==> src/rtl/cm0ik_rom_table_pkg.sv <==
// Shared constants for the multi-entry CoreSight ROM table: ID register offsets,
// CID byte values, entry format bits and the AHB data-phase FSM encoding.
package cm0ik_rom_table_pkg;

  localparam logic [11:0] OFS_SYSACCESS = 12'hFCC;
  localparam logic [11:0] OFS_PID4      = 12'hFD0;
  localparam logic [11:0] OFS_PID0      = 12'hFE0;
  localparam logic [11:0] OFS_PID1      = 12'hFE4;
  localparam logic [11:0] OFS_PID2      = 12'hFE8;
  localparam logic [11:0] OFS_PID3      = 12'hFEC;
  localparam logic [11:0] OFS_CID0      = 12'hFF0;
  localparam logic [11:0] OFS_CID1      = 12'hFF4;
  localparam logic [11:0] OFS_CID2      = 12'hFF8;
  localparam logic [11:0] OFS_CID3      = 12'hFFC;

  localparam logic [7:0] CID0_VAL = 8'h0D;
  localparam logic [7:0] CID1_VAL = 8'h10;
  localparam logic [7:0] CID2_VAL = 8'h05;
  localparam logic [7:0] CID3_VAL = 8'hB1;

  // Bit 1 marks a 32-bit format entry; bit 0 is filled with the present flag.
  localparam logic [1:0] ENTRY_FMT = 2'b10;

  typedef enum logic [1:0] {
    ST_IDLE = 2'd0,
    ST_WAIT = 2'd1,
    ST_ERR1 = 2'd2,
    ST_ERR2 = 2'd3
  } state_t;

  function automatic logic [31:0] entry_word(input logic [19:0] base, input logic present);
    return {base, 10'b0, ENTRY_FMT | {1'b0, present}};
  endfunction

endpackage

==> src/rtl/cm0ik_rom_table_decode.sv <==
// Combinational ROM table read decode: word address -> 32-bit register value.
// Zero latency, no flow control; unmapped words (including the end marker) read 0.
module cm0ik_rom_table_decode
  import cm0ik_rom_table_pkg::*;
#(
  parameter int NUM_ENTRIES = 4
) (
  input  logic [9:0]               word_addr,
  input  logic [6:0]               jepid,
  input  logic [3:0]               jepcontinuation,
  input  logic [11:0]              partnumber,
  input  logic [3:0]               revision,
  input  logic [3:0]               revand,
  input  logic                     sysaccess,
  input  logic [32*NUM_ENTRIES-1:0] entry_addr,
  input  logic [NUM_ENTRIES-1:0]   entry_present,
  output logic [31:0]              rdata
);

  logic [12*NUM_ENTRIES-1:0] entry_lo_unused;

  always_comb begin
    entry_lo_unused = '0;
    for (int k = 0; k < NUM_ENTRIES; k++) begin
      entry_lo_unused[12*k +: 12] = entry_addr[32*k +: 12];
    end
  end

  always_comb begin
    rdata = '0;
    // Entry words sit below 0x40 and never overlap the ID block at 0xFCC+.
    for (int k = 0; k < NUM_ENTRIES; k++) begin
      if (word_addr == 10'(k)) begin
        rdata = entry_word(entry_addr[32*k+12 +: 20], entry_present[k]);
      end
    end
    case ({word_addr, 2'b00})
      OFS_SYSACCESS: rdata = {31'b0, sysaccess};
      OFS_PID4:      rdata = {24'b0, 4'h0, jepcontinuation};
      OFS_PID0:      rdata = {24'b0, partnumber[7:0]};
      OFS_PID1:      rdata = {24'b0, jepid[3:0], partnumber[11:8]};
      OFS_PID2:      rdata = {24'b0, revision, 1'b1, jepid[6:4]};
      OFS_PID3:      rdata = {24'b0, revand, 4'h0};
      OFS_CID0:      rdata = {24'b0, CID0_VAL};
      OFS_CID1:      rdata = {24'b0, CID1_VAL};
      OFS_CID2:      rdata = {24'b0, CID2_VAL};
      OFS_CID3:      rdata = {24'b0, CID3_VAL};
      default:       ;
    endcase
  end

endmodule

==> src/rtl/cm0ik_rom_table_ahb.sv <==
// AHB-Lite ROM table slave: decode in address phase, data registered, WAIT_STATES extra
// read cycles, two-cycle ERROR on writes when enabled; stalls the bus via hreadyout only.
module cm0ik_rom_table_ahb
  import cm0ik_rom_table_pkg::*;
#(
  parameter int NUM_ENTRIES  = 4,
  parameter int WAIT_STATES  = 0,
  parameter int ERR_ON_WRITE = 1
) (
  input  logic                      hclk,
  input  logic                      hreset,
  input  logic                      hsel,
  input  logic [11:0]               haddr,
  input  logic [1:0]                htrans,
  input  logic                      hwrite,
  input  logic [2:0]                hsize,
  input  logic                      hready,
  output logic                      hreadyout,
  output logic                      hresp,
  output logic [31:0]               hrdata,
  input  logic [6:0]                jepid,
  input  logic [3:0]                jepcontinuation,
  input  logic [11:0]               partnumber,
  input  logic [3:0]                revision,
  input  logic [3:0]                revand,
  input  logic                      sysaccess,
  input  logic [32*NUM_ENTRIES-1:0] entry_addr,
  input  logic [NUM_ENTRIES-1:0]    entry_present
);

  localparam logic [1:0] WCNT_INIT = (WAIT_STATES > 0) ? 2'(WAIT_STATES - 1) : 2'd0;

  state_t      state;
  logic [1:0]  wcnt;
  logic [31:0] rdata_q;
  logic [31:0] dec_data;
  logic        accept;
  logic        unused_ok;

  assign unused_ok = ^{hsize, htrans[0], haddr[1:0]};
  assign accept    = hsel & htrans[1] & hready;
  assign hrdata    = rdata_q;

  cm0ik_rom_table_decode #(
    .NUM_ENTRIES(NUM_ENTRIES)
  ) u_decode (
    .word_addr      (haddr[11:2]),
    .jepid          (jepid),
    .jepcontinuation(jepcontinuation),
    .partnumber     (partnumber),
    .revision       (revision),
    .revand         (revand),
    .sysaccess      (sysaccess),
    .entry_addr     (entry_addr),
    .entry_present  (entry_present),
    .rdata          (dec_data)
  );

  always_ff @(posedge hclk) begin
    if (hreset) begin
      state     <= ST_IDLE;
      wcnt      <= 2'd0;
      hreadyout <= 1'b1;
      hresp     <= 1'b0;
      rdata_q   <= '0;
    end else begin
      case (state)
        ST_WAIT: begin
          if (wcnt == 2'd0) begin
            state     <= ST_IDLE;
            hreadyout <= 1'b1;
          end else begin
            wcnt <= wcnt - 2'd1;
          end
        end
        ST_ERR1: begin
          state     <= ST_ERR2;
          hreadyout <= 1'b1;
          hresp     <= 1'b1;
        end
        default: begin
          // IDLE and ERR2 both end a data phase, so both may take a new address.
          state     <= ST_IDLE;
          hreadyout <= 1'b1;
          hresp     <= 1'b0;
          rdata_q   <= '0;
          if (accept && !hwrite) begin
            rdata_q <= dec_data;
            if (WAIT_STATES > 0) begin
              state     <= ST_WAIT;
              wcnt      <= WCNT_INIT;
              hreadyout <= 1'b0;
            end
          end else if (accept && (ERR_ON_WRITE != 0)) begin
            state     <= ST_ERR1;
            hreadyout <= 1'b0;
            hresp     <= 1'b1;
          end
        end
      endcase
    end
  end

endmodule
==> config.mk <==
export PLATFORM = sky130hd
export DESIGN_NAME = cm0ik_rom_table_ahb
export DESIGN_NICKNAME = d
export VERILOG_FILES = /design/src/rtl/cm0ik_rom_table_pkg.sv /design/src/rtl/cm0ik_rom_table_decode.sv /design/src/rtl/cm0ik_rom_table_ahb.sv
export SDC_FILE = /design/constraint.sdc
export NUM_CORES = 1
export LEC_CHECK = 0
export BUFFER_PORTS_ARGS = -buffer_cell sky130_fd_sc_hd__buf_4
export CAP_MARGIN = 15
export CORE_UTILIZATION = 25
export DETAILED_ROUTE_END_ITERATION = 8
export GPL_ROUTABILITY_DRIVEN = 0
export PLACE_DENSITY_LB_ADDON = 0.05
export SYNTH_ARGS = -nofsm -noshare
export SYNTH_HDL_FRONTEND = slang
export SYNTH_SLANG_ARGS = --single-unit
==> constraint.sdc <==
create_clock -name hclk -period 2.3 [get_ports hclk]
set_input_delay 0.115 -clock hclk [delete_from_list [all_inputs] [get_ports hclk]]
set_output_delay 0.115 -clock hclk [all_outputs]
set_load 0.02 [all_outputs]
==> flow_summary.json <==
{
  "grt_usage": 0.1646,
  "core_area_sq_um": 8763,
  "power-per-cell-area_nw_per_um2": 408.9,
  "layout.nets": 606,
  "status": "complete, no violations",
  "cts_hold_buffers": 0,
  "grt_overflow": 0,
  "critPathMaxFanout": 13,
  "drive_above_1_share": 0.4892,
  "fin_util": 0.4153,
  "slowest_stage": "or3_4",
  "tightest_slew_ns": 0.5830,
  "grt_pass1_vias": 2472,
  "initial_utilization": 0.2594,
  "chipWidth_um": 97.36,
  "via_per_inst": 4.749,
  "p_clk_frac": 0.384,
  "grt_max_degree": 52,
  "via_count": 2493,
  "hold_class": "input port to flip-flop",
  "num_antenna_cells": 0,
  "ys_ff_latch": 34,
  "setup-violations-final": 0,
  "die_area_sq_um": 9479,
  "numClockSinks": 34,
  "relSlewSlack": 0.6105,
  "arrival_ns": 2.39,
  "cts_max_level": 2,
  "area_delta_synth_final_pct": 60.10,
  "yosysSeqAreaShare": 0.2994,
  "worst_setup_path_start_kind": "flip-flop",
  "synth_mux_area_frac": 0.1244,
  "rsz0062_at_grt": "false",
  "required_ns": 2.54,
  "p_seq_frac": 0.397,
  "die_h_um": 97.36,
  "synthSimpleGateAreaFrac": 0.2135,
  "rows": 34,
  "netlist_instances": 264,
  "setup_slack_ns": 0.1535,
  "yosysMostFrequentCell": "dfxtp_1",
  "postCtsSetupRepairBufs": 0,
  "min_period_ns": 2.147,
  "antenna_found_initial": 0,
  "crit_family": "simple AND/OR/NAND/NOR gates",
  "ios": 220,
  "cap_violations": 0,
  "switching_share": 0.2348,
  "io_buffers": 161,
  "antenna_left": 0,
  "numCtsBuffers": 5,
  "leakage_nw": 1.782,
  "dp_hpwl_um": 5922,
  "criticalPathCategory": "flip-flop to flip-flop",
  "cts_resized": 0,
  "synth_edf_count": 0,
  "fmax_mhz": 465.9,
  "ys_top_cells_by_count": "34 x dfxtp_1, 29 x nand2_1, 29 x nor2_1, 26 x o21ai_0",
  "synthTopCellsByArea": "dfxtp_1 30%, mux4_2 7.9%, a221o_2 6.4%, o211a_1 5.7%, o21ai_0 5.7%",
  "path_cells": "inv_1 -> ha_1 -> inv_2 -> or3_4 -> or3_4 -> nor2_8 -> a221o_2",
  "synth_xor_area_frac": 0.003853,
  "skew_ns": 0.005379,
  "dpl_cell_area_sq_um": 3527,
  "synth_top_family_by_area": "compound AO/OA/AOI/OAI gates",
  "synth.top_cell.area_share": 0.2994,
  "ir_drop_mv": 0.2338,
  "ys_types": 45,
  "slowest_delay_ns": 0.44,
  "pre_cts_ws_ns": 0.1603,
  "wl_um": 7793,
  "final_min_period_over_clock_period": 0.9333,
  "cts.clk_slew.worst_paths_ns": 0.07,
  "drc_errors": 0,
  "cp_num_buf_inv": 2,
  "switchingPower_uw": 349.4,
  "final_cell_area_sq_um": 3640,
  "cts_tree": "built",
  "synth_largest_area_cell": "dfxtp_1",
  "synth_compound_area_frac": 0.2554,
  "power.total_mw": 1.488,
  "endpoint_kind": "flip-flop",
  "p_comb_frac": 0.219,
  "grt_pass1_wl_um": 12480,
  "drt_iter0_markers": 58,
  "maxSlewViolCount": 0,
  "p_int_mw": 1.139,
  "timing_hold_violations_final": 0,
  "cp_common_cell": "or3_4",
  "drtPass1Iterations": 4,
  "clock_latency_ns": 0.29,
  "syn-cell-area_sq_um": 2273,
  "root_buffer": "clkbuf_8",
  "syn_area_per_cell_sq_um": 8.611,
  "ys_async_sr_fraction": 0,
  "ys.flop_type": "dfxtp_1",
  "yosys_warnings": 0,
  "wire_per_inst_um": 14.84,
  "yosys.area_share.adder": 0.01651,
  "setup_tns_ns": 0,
  "clock_path_buffers": 2
}
## per-layer routing
| metal | GRT usage | up-vias | routed length, um |
|---|---|---|---|
| li1 | - | 1273 | - |
| met1 | 0.2074 | 1126 | 3448 |
| met2 | 0.2781 | 88 | 3708 |
| met3 | 0.04604 | 6 | 563 |
| met4 | 0.03733 | 0 | 72 |
| met5 | 0 | - | 0 |
## metrics by stage
stage,instances,hold slack (ns)
detailed placement,518,0.3456
floorplan,267,0.2567
finish,525,0.04604
global placement,518,0.3412
global route,525,0.04221
CTS,525,0.03765
## flip-flops by register name, summed over array words and instances (netlist names)
name,count
hrdata,28
hreadyout,1
hresp,1
state,2
wcnt,2
## cells by family (layout without fill, tap and decap cells)
family          after synthesis  count (layout)
compound gates               77              77
xor+xnor                      1               1
fa+ha+maj                     3               3
buf+inv                      36             186
flops                        34              34
mux                          18              18
other cells                   1               4
simple gates                 94              94
## worst paths after layout
path | from | end | slack [ns] | cells past startpoint
max reg2reg | state[0]$_SDFFE_PP0N_ | hrdata[20]$_SDFFE_PP0N_ | 0.15 | 7
min | entry_addr[108] | hrdata[12]$_SDFFE_PP0N_ | 0.05 | 2
max | state[0]$_SDFFE_PP0N_ | hrdata[20]$_SDFFE_PP0N_ | 0.15 | 7
min reg2reg | hrdata[4]$_SDFFE_PP0N_ | hrdata[4]$_SDFFE_PP0N_ | 0.46 | 2
## placed cells by master, fill, tap and decap left out, types with 4 or more instances in the layout
cell,instances
buf_4,167
dfxtp_1,34
nand2_1,29
nor2_1,28
o21ai_0,26
o211a_1,13
a221o_2,13
inv_1,11
a21oi_1,10
mux2i_1,8
mux4_2,8
nand3_1,6
nor3_1,6
clkbuf_8,6
nor2b_1,4
conb_1,4
## layout make-up
type / count / area, sq um
clock buffer: 6 / 82.58
clock inverter: 1 / 30.03
fill: 916 / 5124
inverter: 12 / 45.04
multi-input combinational: 197 / 1413
sequential: 34 / 680.7
tap: 108 / 135.1
timing repair buffer: 167 / 1254
## power by group through the flow
| stage | Sequential, mW | Combinational, mW | Clock [mW] |
|---|---|---|---|
| 3_5_place_dp | 0.604 | 0.329 | 0 |
| 3_3_place_gp | 0.604 | 0.326 | 0 |
| 4_1_cts | 0.590 | 0.329 | 0.593 |
| 6_report | 0.590 | 0.326 | 0.572 |
| 5_1_grt | 0.590 | 0.359 | 0.616 |
| 2_1_floorplan | 0.605 | 0.137 | 0 |
No activity file was read; power rests on OpenSTA's default activity.
